==> src/rtl/ahb_keypad_scanner.sv <==
// AHB-Lite keypad scanner: scans a 4x4 active-low matrix, debounces per key and queues key events.
// Optional macro KEYPAD_RELEASE_EVENT_EN also queues release events (DATA bit 4 = 1).
module ahb_keypad_scanner #(
  parameter int SCAN_DIV   = 50000,
  parameter int DEBOUNCE   = 4,
  parameter int FIFO_DEPTH = 4
) (
  input  logic        HCLK,
  input  logic        HRESETn,
  input  logic        HSEL,
  input  logic [31:0] HADDR,
  input  logic [1:0]  HTRANS,
  input  logic        HWRITE,
  input  logic [2:0]  HSIZE,
  input  logic [31:0] HWDATA,
  input  logic        HREADY,
  output logic        HREADYOUT,
  output logic        HRESP,
  output logic [31:0] HRDATA,
  output logic        IRQ,
  output logic [3:0]  ROW,
  input  logic [3:0]  COL
);
  localparam int DIV_W = (SCAN_DIV > 2) ? $clog2(SCAN_DIV) : 1;
  localparam int PTR_W = $clog2(FIFO_DEPTH);
  localparam int CNT_W = PTR_W + 1;

  typedef enum logic [1:0] {S_IDLE, S_DRIVE, S_NEXT, S_EVAL} scan_state_t;

  scan_state_t      state_q, state_d;
  logic [1:0]       row_q, row_d;
  logic [DIV_W-1:0] div_q, div_d;
  logic [3:0]       col_s1, col_s2;
  logic [15:0]      frame_q, acc_q, acc_nx, chg, pend_q, pend_load;
  logic [3:0]       cnt_q [16];
  logic [3:0]       cnt_nx [16];
  logic             eval_load, sample, push_valid, push_rel;
  logic [3:0]       push_sel;

  logic             a_valid, a_write;
  logic [1:0]       a_addr;
  logic [1:0]       ctrl_q;
  logic             ovf_q, irq_q;
  logic [4:0]       mem_q [FIFO_DEPTH];
  logic [PTR_W-1:0] wr_ptr, rd_ptr;
  logic [CNT_W-1:0] count_q;
  logic             empty, full, do_wr, pop, flush, clr_ovf, do_push, ovf_set;
  logic [31:0]      rd_data;
  logic             unused_ok;

  assign unused_ok = ^{HADDR[31:4], HADDR[1:0], HTRANS[0], HSIZE, HWDATA[31:2]};

  // Address phase is taken when HSEL & HREADY & HTRANS[1]; the data phase is the next
  // HREADY-qualified cycle, where writes commit and DATA reads pop at its closing edge.
  always_ff @(posedge HCLK or negedge HRESETn) begin
    if (!HRESETn) begin
      a_valid <= 1'b0;
      a_write <= 1'b0;
      a_addr  <= 2'd0;
    end else if (HREADY) begin
      a_valid <= HSEL & HTRANS[1];
      a_write <= HWRITE;
      a_addr  <= HADDR[3:2];
    end
  end

  assign empty   = (count_q == '0);
  assign full    = (count_q == CNT_W'(FIFO_DEPTH));
  assign do_wr   = a_valid & a_write & HREADY;
  assign pop     = a_valid & ~a_write & HREADY & (a_addr == 2'd0) & ~empty;
  assign flush   = do_wr & (a_addr == 2'd3) & HWDATA[1];
  assign clr_ovf = do_wr & (a_addr == 2'd3) & HWDATA[0];
  assign do_push = push_valid & ~flush & (~full | pop);
  assign ovf_set = push_valid & ~flush & full & ~pop;

  always_ff @(posedge HCLK or negedge HRESETn) begin
    if (!HRESETn) begin
      ctrl_q  <= 2'b00;
      ovf_q   <= 1'b0;
      irq_q   <= 1'b0;
      wr_ptr  <= '0;
      rd_ptr  <= '0;
      count_q <= '0;
      for (int i = 0; i < FIFO_DEPTH; i++) mem_q[i] <= '0;
    end else begin
      if (do_wr && a_addr == 2'd2) ctrl_q <= HWDATA[1:0];
      if (ovf_set) ovf_q <= 1'b1;
      else if (clr_ovf) ovf_q <= 1'b0;
      irq_q <= ctrl_q[1] & (~empty | ovf_q);
      if (flush) begin
        wr_ptr  <= '0;
        rd_ptr  <= '0;
        count_q <= '0;
      end else begin
        if (do_push) begin
          mem_q[wr_ptr] <= {push_rel, push_sel};
          wr_ptr        <= wr_ptr + 1'b1;
        end
        if (pop) rd_ptr <= rd_ptr + 1'b1;
        count_q <= count_q + CNT_W'(do_push) - CNT_W'(pop);
      end
    end
  end

  always_comb begin
    rd_data = '0;
    case (a_addr)
      2'd0: if (!empty) rd_data = {23'd0, 1'b1, 3'd0, mem_q[rd_ptr]};
      2'd1: rd_data = 32'(count_q) | {21'd0, ovf_q, full, empty, 8'd0};
      2'd2: rd_data = {30'd0, ctrl_q};
      default: rd_data = '0;
    endcase
  end

  assign HRDATA    = (a_valid & ~a_write) ? rd_data : 32'd0;
  assign HREADYOUT = 1'b1;
  assign HRESP     = 1'b0;
  assign IRQ       = irq_q;

  // Columns idle high through the pull-ups.
  always_ff @(posedge HCLK or negedge HRESETn) begin
    if (!HRESETn) begin
      col_s1 <= 4'hF;
      col_s2 <= 4'hF;
    end else begin
      col_s1 <= COL;
      col_s2 <= col_s1;
    end
  end

  assign sample = (state_q == S_DRIVE) && (div_q == '0) && ctrl_q[0];
  assign ROW    = (state_q == S_DRIVE) ? ~(4'b0001 << row_q) : 4'hF;

  always_comb begin
    state_d   = state_q;
    row_d     = row_q;
    div_d     = div_q;
    eval_load = 1'b0;
    case (state_q)
      S_IDLE: if (ctrl_q[0]) begin
        state_d = S_DRIVE;
        row_d   = 2'd0;
        div_d   = DIV_W'(SCAN_DIV - 1);
      end
      S_DRIVE: if (div_q == '0) state_d = S_NEXT;
               else div_d = div_q - 1'b1;
      S_NEXT: if (row_q == 2'd3) begin
        state_d   = S_EVAL;
        eval_load = 1'b1;
      end else begin
        state_d = S_DRIVE;
        row_d   = row_q + 2'd1;
        div_d   = DIV_W'(SCAN_DIV - 1);
      end
      default: if (pend_q == '0) begin
        state_d = S_DRIVE;
        row_d   = 2'd0;
        div_d   = DIV_W'(SCAN_DIV - 1);
      end
    endcase
    if (!ctrl_q[0]) begin
      state_d   = S_IDLE;
      div_d     = '0;
      eval_load = 1'b0;
    end
  end

  // Frame bit 1 means pressed; a key toggles its accepted state after DEBOUNCE differing frames.
  always_comb begin
    acc_nx = acc_q;
    chg    = '0;
    for (int k = 0; k < 16; k++) begin
      cnt_nx[k] = '0;
      if (frame_q[k] != acc_q[k]) begin
        if (cnt_q[k] + 4'd1 == 4'(DEBOUNCE)) begin
          acc_nx[k] = ~acc_q[k];
          chg[k]    = 1'b1;
        end else begin
          cnt_nx[k] = cnt_q[k] + 4'd1;
        end
      end
    end
  end

  always_comb begin
    push_sel = '0;
    for (int k = 15; k >= 0; k--) if (pend_q[k]) push_sel = 4'(k);
  end

  assign push_valid = (state_q == S_EVAL) && (pend_q != '0);

`ifdef KEYPAD_RELEASE_EVENT_EN
  assign pend_load = chg;
  assign push_rel  = ~acc_q[push_sel];
`else
  assign pend_load = chg & acc_nx;
  assign push_rel  = 1'b0;
`endif

  always_ff @(posedge HCLK or negedge HRESETn) begin
    if (!HRESETn) begin
      state_q <= S_IDLE;
      row_q   <= 2'd0;
      div_q   <= '0;
      frame_q <= '0;
      acc_q   <= '0;
      pend_q  <= '0;
      for (int k = 0; k < 16; k++) cnt_q[k] <= '0;
    end else begin
      state_q <= state_d;
      row_q   <= row_d;
      div_q   <= div_d;
      if (sample) frame_q[{row_q, 2'b00} +: 4] <= ~col_s2;
      if (state_q == S_IDLE) pend_q <= '0;
      else if (eval_load) pend_q <= pend_load;
      else if (push_valid) pend_q[push_sel] <= 1'b0;
      if (eval_load) begin
        acc_q <= acc_nx;
        for (int k = 0; k < 16; k++) cnt_q[k] <= cnt_nx[k];
      end
    end
  end
endmodule

==> config.mk <==
export PLATFORM = sky130hd
export DESIGN_NAME = ahb_keypad_scanner
export DESIGN_NICKNAME = d
export VERILOG_FILES = /design/src/rtl/ahb_keypad_scanner.sv
export SDC_FILE = /design/constraint.sdc
export NUM_CORES = 1
export LEC_CHECK = 0
export ABC_AREA = 1
export BUFFER_PORTS_ARGS = -buffer_cell sky130_fd_sc_hd__buf_2
export CORE_MARGIN = 1.5
export CORE_UTILIZATION = 53
export CTS_CLUSTER_SIZE = 14
export DETAILED_ROUTE_END_ITERATION = 7
export GPL_ROUTABILITY_DRIVEN = 0
export PLACE_DENSITY = 0.85
export SYNTH_ARGS = -nofsm -noshare
export SYNTH_HDL_FRONTEND = slang
export SYNTH_SLANG_ARGS = --single-unit
==> constraint.sdc <==
create_clock -name HCLK -period 2.2 [get_ports HCLK]
set_input_delay 0.22 -clock HCLK [delete_from_list [all_inputs] [get_ports HCLK]]
set_output_delay 0.22 -clock HCLK [all_outputs]
set_load 0.02 [all_outputs]
After elaboration in Yosys (flattened, before gate mapping)

Cells that the tools add are included.

$lt $le $gt $ge: 5
Add/subtract/negate cells: 23
Shift-type cells: 3
Bitwise gates (word level): 47
Reduce and logical (&&, ||, !) cells: 21
Multiplexer cells: 152
Equality and inequality tests: 46

Operator list:

| kind                                                                    | count |
|---|---|
| 4-bit two-way mux                                                       | 49 |
| 16-bit two-way mux                                                      | 7 |
| 32-bit case mux with 3 select lines                                     | 1 |
| 1-bit two-way mux                                                       | 70 |
| 4-bit by 1-bit adder with 4-bit output (second input constant)          | 16 |
| 4-bit by 3-bit == test with 1-bit output (second input constant)        | 16 |
| 16-bit case mux with 3 select lines                                     | 1 |
| 16-bit AND                                                              | 2 |
| 16-bit zero test                                                        | 2 |
| 32-bit two-way mux                                                      | 1 |
| 2-bit two-way mux                                                       | 11 |
| 1-bit NOT                                                               | 22 |
| 20-bit bitwise mux                                                      | 1 |
| 16-bit bitwise mux                                                      | 1 |
| 1-bit != test                                                           | 16 |
| 16-bit NOT                                                              | 1 |
| 16-bit nonzero test                                                     | 1 |
| 4-bit by 6-bit variable shift with 16-bit output (first input constant) | 1 |
| 4-bit by 6-bit variable part select with 16-bit output                  | 1 |
| 16-bit by 1-bit subtractor with 16-bit output (second input constant)   | 1 |
| 1-bit AND                                                               | 15 |
| 5-bit two-way mux                                                       | 3 |
| 2-bit case mux with 3 select lines                                      | 2 |
| 3-bit by 11-bit OR with 11-bit output                                   | 1 |
| 32 further kinds                                                        | 55 |

Output and inout bits: 39
Word-level logic and storage cells: 334
Bits in registers: 175
Input port bits: 78

Depth between registers and ports, before layout

Depth in word-level cells: 25
Mapped depth: 20
Mapped depth without buffers: 20

Least setup slack after synthesis

OpenSTA, ideal clock, no wires.

Path kind: flip-flop to flip-flop
Start: register count_q[1]
End: register count_q[1]
Arrival time: 2.213 ns
Data required time: 2.087 ns
Stages on the path, launching flop included: 16
Period minus slack after synthesis: 2.326 ns
Slack: -0.126 ns
Setup time: 0.113 ns
Path through: dfrtp_1 > or2_1 > nor2_1 > inv_1 > nand2_1 > nor2_1 > inv_2 > nor2_4 > or2_1 > nand2_1 > ha_1 > inv_1 > ha_1 > fa_1 > nand2_1 > inv_1

Word-level cells in the longest chain between the ends: 8

RTL lines:

| item                                          | line | text |
|---|---|---|
| start, declared                               | 46   | `logic [CNT_W-1:0] count_q;` |
| start signal, assigned                        | 100  | `count_q <= count_q + CNT_W'(do_push) - CNT_W'(pop);` |
| 3-bit zero test                               | 67   | `assign empty = (count_q == '0);` |
| 1-bit NOT                                     | 70   | `assign pop = a_valid & ~a_write & HREADY & (a_addr == 2'd0) & ~empty;` |
| 1-bit AND                                     | 70   |  |
| 1-bit OR                                      | 73   | `assign do_push = push_valid & ~flush & (~full \| pop);` |
| 1-bit AND                                     | 73   |  |
| 3-bit by 1-bit adder with 3-bit output        | 100  |  |
| 3-bit by 1-bit subtractor with 3-bit output * | 100  |  |
| 3-bit two-way mux *                           | 90   | `if (flush) begin` |

Every way passes the cells marked *; elsewhere a longest branch is shown, timed or not.
A chain may end at the register's enable or synchronous reset.

Final worst setup path

Start: register count_q[2]
End: register count_q[1]

The elaborated chain is that of the path after synthesis.

==> results list <==
* FF-to-FF setup slack: -190 ps
- Post-Synth XOR/XNOR Area: 4.71%
- I/O pin cnt: 117
* RSZ-0062 raised after global routing: true
- Of all nets on the critical path, the largest fanout is 2.
- Top flip-flop cell by instance count after synthesis: sky130_fd_sc_hd__dfrtp_1
- Peak clock frequency supported by timing: 0.418 GHz
- Area fraction in compound gates after synthesis: 13.5%
- Once routing completed, OpenROAD measured the worst setup slack at -190 ps.
- The die is 135 µm wide.
- After floorplanning, the core was sized to cover 17200 µm².
* Clock-pin slew on the worst setup and hold paths: 70 ps
- Of the total synthesized cell area, the portion taken by AND, OR, NAND and NOR gates is 20.2%.
- Input and output buffers added on the ports amount to 25.
- After detailed routing, the average wire length per cell comes to 14.7 µm.
* Main combinational cell family by area after synthesis: simple AND/OR/NAND/NOR gates
- Total clock buffers created by CTS: 17
- Hold/Removal Path Class: input pin to flop
* MaxCap Viol Count: 0
- The worst pin sits at a relative slew slack of 64.6%.
- Buffers from clock root to sink, at most: 2
* Result of the run: finished with violations
* Worst skew pair latency: 430 ps
* Failing checks: negative setup slack
- Data on the critical path is required at its endpoint by 2530 ps.
* R2R depth: 15
* Total routing usage reported by global routing: 22.9%
- The worst register-to-register path begins at count_q[2]$_DFF_PN0_.
* TritonCTS clock tree: done
- In the synthesized netlist the async set-or-reset flop fraction comes to 100%.
- Sorting the synthesized cells by area gives the leading types as sky130_fd_sc_hd__dfrtp_1 (44%), sky130_fd_sc_hd__nand2_1 (10%), sky130_fd_sc_hd__ha_1 (6.2%), sky130_fd_sc_hd__o21ai_0 (6.0%), sky130_fd_sc_hd__inv_1 (5.6%).
* Sequence of cells on the critical path: or2_1 -> nor2_1 -> inv_1 -> nand2_2 -> nor2_2 -> inv_2 -> nor2_4 -> or2_1 -> nand2_2 -> ha_4 -> inv_2 -> ha_4 -> fa_2 -> nand2_1 -> inv_1
* Total Wirelength: 20800 µm
- Total number of yosys warnings: 0
* Area delta synth->final: 16.6%
- After synthesis, the mean cell area works out to 8.45 µm².
* Via total after detailed routing: 7656
- After synthesis, the share of cell area in mux cells is 0%.
- The number of slew-limit violations in the final report came to 0.
- In this design, the stage delay of the slowest critical-path cell is 420 ps.
- Number of sinks on the clock net: 171
* Nature of the critical path endpoint: flop
* Post-route insts no fill: 1418
- Total number of H-tree levels: 4
- Power per cell area: 801 nW/µm²
- Area enclosed by the die boundary: 18300 µm²
* Post-synthesis cell count: 1101
- Crit Reg-Reg Endpoint: count_q[1]$_DFF_PN0_
* DRT iter0 DRCs: 602
- Using the TritonRoute via totals, the vias-per-cell ratio works out to 5.40.
* Minimum period implied by the final worst setup slack: 2390 ps
* Sequential share of the synthesized area: 46.1%
- Capturing element of the worst setup path: count_q[1]$_DFF_PN0_
- After Yosys synthesis, full adders, half adders and majority gates account for 6.40% of the synthesized area.
* Post-layout nets: 1305
* Cell leakage power: 5.33 nW
* Number of synthesized register bits: 171
- The critical path is of the flop to flop type.
- Final Cycle Share: 109%
* Critical path startpoint: count_q[2]$_DFF_PN0_
- Critical path startpoint category: flop
* Antenna Diode Count: 0
- Entering global routing, the biggest net connects 62 pins.
* Pre-CTS worst setup slack: -111 ps
- Synthesized area: 9300 µm²
- The floorplan has 48 rows.
- CTS Root Cell: sky130_fd_sc_hd__clkbuf_16
* Cells after DPL: 1369
- Total congestion overflow: 0
* Final hold violation count: 0
* Total half-perimeter wirelength after legalization and detailed placement: 13900 µm
- Initial standard-cell utilization of the core: 53.9%
- Number of global-route vias before repair: 7260
- Crit path max-delay cell type: sky130_fd_sc_hd__fa_2
* Skew final: 10.2 ps
- Iteration count of the initial detailed-routing pass: 5
- From bottom edge to top edge, the die measures 135 µm.
- The synthesized design contains 0 enable-type register cells.
- The first global-routing pass estimated 33500 µm of wire.
- In the layout the commonest cells are sky130_fd_sc_hd__nand2_1 (251), sky130_fd_sc_hd__dfrtp_1 (163), sky130_fd_sc_hd__inv_1 (132), sky130_fd_sc_hd__o21ai_0 (105), sky130_fd_sc_hd__nor2_1 (72).
* Fraction of synthesized cell area taken by the top area cell type: 43.9%
* DR DRC count: 0
- The biggest area contributor in the post-synthesis netlist is sky130_fd_sc_hd__dfrtp_1.
- Data arrives at the worst endpoint at 2720 ps.
* Worst-margin pin slew: 531 ps
- Proportion of layout cells with a drive suffix above 1: 14.8%
- Library cells used by synthesis: 48
- The worst-case IR drop observed on VDD is 0.658 mV.
- Commonest non-fill, non-tap cell in the layout: sky130_fd_sc_hd__nand2_1
- The number of antenna violations at the first check in global routing is 0.
- Detail Route Antenna Nets: 0
* Final setup vio count: 2
[power breakdown]
part,leakage [nW],switching [W],internal [W]
Combinational,2.68,0.00108,0.000647
Clock,0.322,0.00125,0.00217
Sequential,2.33,0.000212,0.00332
Total,5.33,0.00254,0.00614
[flip-flops by register name (all words and copies together) (netlist names), 3 cells and up]
signal   flops
cnt_q       64
col_s1       4
mem_q       16
pend_q      16
div_q       16
acc_q       16
count_q      3
frame_q     16
col_s2       4
[cells in the mapped netlist (all sizes together) (2+ instances only)]
library cell and n:
a211oi 2, a21oi 14, a22o 14, a31oi 4, buf 29, clkbuf 15
conb 2, dfrtp 163, dfstp 8, ha 46, inv 146, nand2 264
nand3 59, nand4 7, nor2 81, nor3 14, nor4 3, o21ai 114
o21bai 5, o22ai 20, o31ai 18, o32ai 10, or2 5, xnor2 15
xor2 35
[cell families (layout without fill, tap and decap cells)]
logic type                 count (synthesis)  count (layout)
and+or+nand+nor                          434             434
DFF                                      171             171
xor gates and xnor gates                  50              50
adders and majority gates                 47              47
AOI/OAI and AO/OA                        206             206
other                                      2              27
buffers and inverters                    191             258
[metrics by stage]
stage,area (µm²),hold slack [ps],power [W],utilization [%],TNS (ps)
global placement,9870,220,0.00499,57.3,-76.4
detailed placement,9870,218,0.00505,57.3,-195
finish,10800,0.507,0.00868,62.9,-363
floorplan,9420,-75.6,0.00459,-,-131
CTS,10700,1.75,0.00854,61.9,-169
global route,10800,8.18,0.00904,62.9,-1080
[worst min path at each step]
stage,from,to,cells after the start
6_report,HADDR[2],a_addr[0]$_DFFE_PN0P_,3
3_3_place_gp,HRESETn,cnt_q[57]$_DFFE_PN0P_,1
2_1_floorplan,HRESETn,IRQ$_DFF_PN0_,0
4_1_cts,HADDR[2],a_addr[0]$_DFFE_PN0P_,3
5_1_grt,HADDR[2],a_addr[0]$_DFFE_PN0P_,3
3_5_place_dp,HRESETn,cnt_q[58]$_DFFE_PN0P_,1
[critical path, delay by kind of cell, from the launching register on]
family,cells,cell delay (ps)
buf+inv,4,260
simple gates,8,930
fa+ha+maj,3,740
flops,1,370
[layer usage]
| layer | vias to the layer above | GRT usage [%] | wire, µm | share of wire [%] |
|---|---|---|---|---|
| met2 | 212 | 38.0 | 10300 | 50 |
| li1 | 3700 | - | - | - |
| met4 | 0 | 6.75 | 472 | 2.3 |
| met3 | 44 | 4.68 | 1070 | 5.1 |
| met1 | 3700 | 30.5 | 8930 | 43 |
| met5 | - | 0 | 0 | 0 |
[what timing repair did]
| action | 4_1_cts | 5_1_grt |
|---|---|---|
| cloned | 0 | 0 |
| endpoints found under the hold margin | 51 | 0 |
| hold buffers | 5 | 0 |
| setup buffers | 7 | 6 |
| setup endpoints to repair | 6 | 35 |
| resized for setup | 6 | 42 |
| pin swaps | 2 | 15 |
[cell type report]
type	count	area, µm²
clock inverter	9	181
tap	225	282
clock buffer	23	498
multi-input combinational	764	4420
inverter	147	566
fill	1305	6390
timing repair buffer	79	607
sequential	171	4290
Power figures use the tool's default switching activity.
